$ cat src/rtl/point4_fft_pkg.sv
// point4_fft_pkg: shared widths, frame length and FSM states for the point4 FFT/IFFT blocks.
package point4_fft_pkg;
    localparam int PTS   = 4;
    localparam int N_DEF = 8;
    function automatic int iw(input int n);
        return n + 1;
    endfunction
    function automatic int ow(input int n);
        return n + 3;
    endfunction
    localparam int IW = iw(N_DEF);
    localparam int OW = ow(N_DEF);
    typedef enum logic [1:0] {LOAD, CALC, SEND} state_t;
endpackage

$ cat src/rtl/point4_ifft_bfly.sv
// point4_ifft_bfly: combinational radix-4 inverse butterfly.
// POINT4_IFFT_SCALE_EN divides every result by 4 (floor), giving a true IFFT.
module point4_ifft_bfly
    import point4_fft_pkg::*;
#(
    parameter int N = N_DEF,
    localparam int WI = iw(N),
    localparam int WO = ow(N)
) (
    input  logic signed [WI-1:0] x_re_i [PTS],
    input  logic signed [WI-1:0] x_im_i [PTS],
    output logic signed [WO-1:0] y_re_o [PTS],
    output logic signed [WO-1:0] y_im_o [PTS]
);
    logic signed [WO-1:0] xr [PTS];
    logic signed [WO-1:0] xi [PTS];
    logic signed [WO-1:0] ar, ai, br, bi, cr, ci, dr, di;

    function automatic logic signed [WO-1:0] scl(input logic signed [WO-1:0] v);
`ifdef POINT4_IFFT_SCALE_EN
        return v >>> 2;
`else
        return v;
`endif
    endfunction

    always_comb begin
        for (int k = 0; k < PTS; k++) begin
            xr[k] = WO'(x_re_i[k]);
            xi[k] = WO'(x_im_i[k]);
        end
        ar = xr[0] + xr[2];
        ai = xi[0] + xi[2];
        br = xr[0] - xr[2];
        bi = xi[0] - xi[2];
        cr = xr[1] + xr[3];
        ci = xi[1] + xi[3];
        dr = xr[1] - xr[3];
        di = xi[1] - xi[3];
        // odd outputs rotate d by +j (x1) and -j (x3)
        y_re_o[0] = scl(ar + cr);
        y_im_o[0] = scl(ai + ci);
        y_re_o[1] = scl(br - di);
        y_im_o[1] = scl(bi + dr);
        y_re_o[2] = scl(ar - cr);
        y_im_o[2] = scl(ai - ci);
        y_re_o[3] = scl(br + di);
        y_im_o[3] = scl(bi - dr);
    end
endmodule

$ cat src/rtl/point4_ifft_stream.sv
// point4_ifft_stream: streaming 4-point IFFT; loads 4 bins, one butterfly cycle, emits 4 samples.
// Define POINT4_IFFT_SCALE_EN to divide results by 4 (true IFFT); default output is 4x the IFFT.
module point4_ifft_stream
    import point4_fft_pkg::*;
#(
    parameter int N = N_DEF,
    localparam int WI = iw(N),
    localparam int WO = ow(N)
) (
    input  logic                 clk,
    input  logic                 rst,
    input  logic                 in_valid,
    output logic                 in_ready,
    input  logic signed [WI-1:0] in_re,
    input  logic signed [WI-1:0] in_im,
    output logic                 out_valid,
    input  logic                 out_ready,
    output logic signed [WO-1:0] out_re,
    output logic signed [WO-1:0] out_im,
    output logic                 out_last
);
    state_t state_q, state_d;
    logic [1:0] cnt_q, cnt_d, ocnt_q, ocnt_d;
    logic signed [WI-1:0] xr_q [PTS];
    logic signed [WI-1:0] xi_q [PTS];
    logic signed [WO-1:0] yr_q [PTS];
    logic signed [WO-1:0] yi_q [PTS];
    logic signed [WO-1:0] yr_d [PTS];
    logic signed [WO-1:0] yi_d [PTS];
    logic in_hs, out_hs;

    assign in_hs  = in_valid && in_ready;
    assign out_hs = out_valid && out_ready;

    point4_ifft_bfly #(.N(N)) u_bfly (
        .x_re_i(xr_q),
        .x_im_i(xi_q),
        .y_re_o(yr_d),
        .y_im_o(yi_d)
    );

    always_ff @(posedge clk or posedge rst) begin
        if (rst) state_q <= LOAD;
        else     state_q <= state_d;
    end

    // 2-bit counters wrap to 0 on the 4th handshake
    always_comb begin
        state_d = state_q == LOAD ? ((in_hs && cnt_q == 2'd3) ? CALC : LOAD) :
                  state_q == CALC ? SEND :
                  ((out_hs && ocnt_q == 2'd3) ? LOAD : SEND);
        cnt_d   = cnt_q + 2'(in_hs);
        ocnt_d  = ocnt_q + 2'(out_hs);
    end

    always_comb begin
        in_ready  = state_q == LOAD;
        out_valid = state_q == SEND;
        out_last  = out_valid && ocnt_q == 2'd3;
        out_re    = out_valid ? yr_q[ocnt_q] : '0;
        out_im    = out_valid ? yi_q[ocnt_q] : '0;
    end

    always_ff @(posedge clk or posedge rst) begin
        if (rst) begin
            cnt_q  <= '0;
            ocnt_q <= '0;
            for (int k = 0; k < PTS; k++) begin
                xr_q[k] <= '0;
                xi_q[k] <= '0;
                yr_q[k] <= '0;
                yi_q[k] <= '0;
            end
        end else begin
            cnt_q  <= cnt_d;
            ocnt_q <= ocnt_d;
            if (in_hs) begin
                xr_q[cnt_q] <= in_re;
                xi_q[cnt_q] <= in_im;
            end
            if (state_q == CALC) begin
                yr_q <= yr_d;
                yi_q <= yi_d;
            end
        end
    end
endmodule
$ cat config.mk
export PLATFORM = sky130hd
export DESIGN_NAME = point4_ifft_stream
export DESIGN_NICKNAME = d
export VERILOG_FILES = /design/src/rtl/point4_fft_pkg.sv /design/src/rtl/point4_ifft_bfly.sv /design/src/rtl/point4_ifft_stream.sv
export SDC_FILE = /design/constraint.sdc
export NUM_CORES = 1
export LEC_CHECK = 0
export BUFFER_PORTS_ARGS = -buffer_cell sky130_fd_sc_hd__buf_4
export CORE_MARGIN = 1.5
export CORE_UTILIZATION = 40
export CTS_BUF_LIST = sky130_fd_sc_hd__clkbuf_8
export CTS_CLUSTER_DIAMETER = 60
export DETAILED_ROUTE_END_ITERATION = 16
export HOLD_SLACK_MARGIN = 0.03
export PLACE_DENSITY = 0.61
export SYNTH_ARGS = -nofsm -noshare
export SYNTH_HDL_FRONTEND = slang
export SYNTH_SLANG_ARGS = --single-unit
$ cat constraint.sdc
create_clock -name clk -period 6.44 [get_ports clk]
set_input_delay 0.966 -clock clk [delete_from_list [all_inputs] [get_ports clk]]
set_output_delay 0.966 -clock clk [all_outputs]
set_load 0.1 [all_outputs]
==> reports/metrics.yaml <==
status: "finished clean"
grt.total_usage_pct: 20.5
antenna_cells: 0
synth_top_area_cell: "dfrtp_1"
synth.most_common_cell: "dfrtp_1"
die_area_um2: 35300
utilization_pct: 43.6
nets: 1680
synthTopCellsByCount: "dfrtp_1, ha_1, inv_1"
cts_setup_buffers: 0
first_pass_iters: 5
syn_area_um2: 13700
drive_gt1_share_pct: 13.6
worstSetupPathType: "register to register"
cp-end-kind: "register"
fin_ws_ns: 2.61
vias_per_cell: 5.42
place_ws_ns: 2.65
grt_max_degree: 107
core_area_um2: 33600
initial_utilization_pct: 40.7
finalCritPeriodShare_pct: 59.4
die-width_um: 188
numCtsBuffers: 17
fin_skew_ns: 0.0165
synth-edff-count: 0
pin_count: 47
avgSynthCellArea_um2: 9.17
slew-limit-headroom_pct: 32.6
ys_seq_area_share_pct: 29.6
row_count: 67
fin_area_um2: 14700
dominantRegCellSynth: "dfrtp_1"
die_y_um: 188
cap_violations: 0
vias: 10562
timing.fmax_mhz: 261
slowest_stage: "or3_4"
crit_path_start_kind: "register"
synth_area_leaders: "dfrtp_1, ha_1, mux2_2, o21ai_0, xnor2_1"
wirelength_mm: 35.3
clk_latency_ns: 0.49
htree_levels: 4
path_cells: "inv_1, ha_1, inv_1, fa_1, a21o_1, a2111oi_4, o21bai_1, a21oi_1, xnor2_1, ha_1, or3_4, a211oi_2, a21oi_1, and3_1, or3_1"
grt_pass1_wl_mm: 56.8
cts.sinks: 162
syn_inst: 1492
slew_viol_final: 0
flow.area_growth_from_synthesis_pct: 7.18
wl_per_cell_um: 18.1
ys_warn_count: 0
cp.arrival_ns: 4.20
fin_setup_tns_ns: 0
yosysTopAreaCellShare_pct: 29.6
required_ns: 6.81
synthArstFlopShare_pct: 100
area.sequential_um2: 4050
ant_nets: 0
io_buffers: 46
root_buffer: "clkbuf_8"
grt_pass1_vias: 10268
fin_crit_ns: 3.83
cp_max_fo: 5
grt-ovfl-total: 0
synth_nets: 1684
ys_seq_elements: 162
synth.distinct_cells: 75
cts_hold_buf: 0
antenna_found_initial: 0
worst_pin_slew_ns: 1.01
place_hpwl_mm: 27.8
finalSetupViolCount: 0
multi_input_comb_area_um2: 8780
drc_errors: 0
slowest_delay_ns: 0.43
fillers: 3247
critPathBufInv: 2
placed_cell_area_um2: 14300
clkTransAtPathRegs_ns: 0.10
gp_congestion: 0.873
r2r_slack_ns: 2.61
hold_viol_final: 0
clk_path_buf_depth: 2
drtIter0Drc: 907
rsz0062_at_grt: "no"
cp_top_family: "compound AO/OA/AOI/OAI gates"
cts_tree: "done"
hp-class: "register to register"
cts_resized: 0
-- cells by family (layout without fill, tap and decap cells) --
| group | after synthesis | count (layout) | share of synthesized area [%] |
|---|---|---|---|
| buf+inv | 206 | 214 | 6.20 |
| xor+xnor | 97 | 97 | 6.21 |
| flops | 162 | 162 | 29.6 |
| fa+ha+maj | 170 | 170 | 16.4 |
| compound gates | 363 | 363 | 17.6 |
| simple gates | 398 | 398 | 14.4 |
| mux | 96 | 96 | 9.50 |
-- cells in the final DEF (no fill, tap or decap), drive strengths merged, types with 28 or more instances in the layout --
cell,n
a21oi,65
buf,52
nor3,30
nor2,105
dfrtp,162
mux2,70
ha,154
nand2b,28
xor2,33
inv,136
nand2,120
o21ai,118
xnor2,64
-- final cells by class --
type                       instances  area share [%]
clock buffer                      18            1.69
inverter                         131            3.39
tap                              448            3.82
multi-input combinational       1124            59.9
clock inverter                    13           0.871
timing repair buffer              52            2.66
sequential                       162            27.7
-- state kept, by name, summed over array words and instances (netlist names) --
register  flops
xr_q         36
ocnt_q        2
yr_q         42
state_q       2
yi_q         42
cnt_q         2
xi_q         36
-- through the flow --
stage	instances	hold WS, ns
floorplan	1492	0.441
global placement	1917	0.456
detailed placement	1917	0.464
CTS	1948	0.487
global route	1948	0.506
finish	1948	0.479
-- path summary, 6_finish.rpt --
path / cells after the start / endpoint / startpoint
max: 15 / yi_q[9] / xr_q[18]
max in group asynchronous: 3 / xr_q[32] / rst
min in group asynchronous: 2 / xi_q[18] / rst
max reg2reg: 15 / yi_q[9] / xr_q[18]
min reg2reg: 2 / yr_q[20] / yr_q[20]
min: 2 / yr_q[20] / yr_q[20]
-- worst register-to-register path, delay by kind of cell, from the launching register on --
family	cells	cell delay, ns
AO/OA/AOI/OAI	6	1.21
AND/OR/NAND/NOR	3	0.94
buffers and inverters	2	0.13
flip-flops	1	0.41
XOR/XNOR	1	0.10
adder cells (fa/ha/maj)	3	0.92
-- metal layers --
metal / vias to the layer above / wire length, µm / GRT usage (%)
li1: 5150 / - / -
met1: 5143 / 17900 / 30.2
met2: 242 / 15300 / 31.3
met3: 27 / 1500 / 3.18
met4: 0 / 515 / 4.95
met5: - / 0 / 0
Power is left out: the tool's default activity adds up to more than one toggle a clock period on the data nets, which glitch-free logic cannot reach.
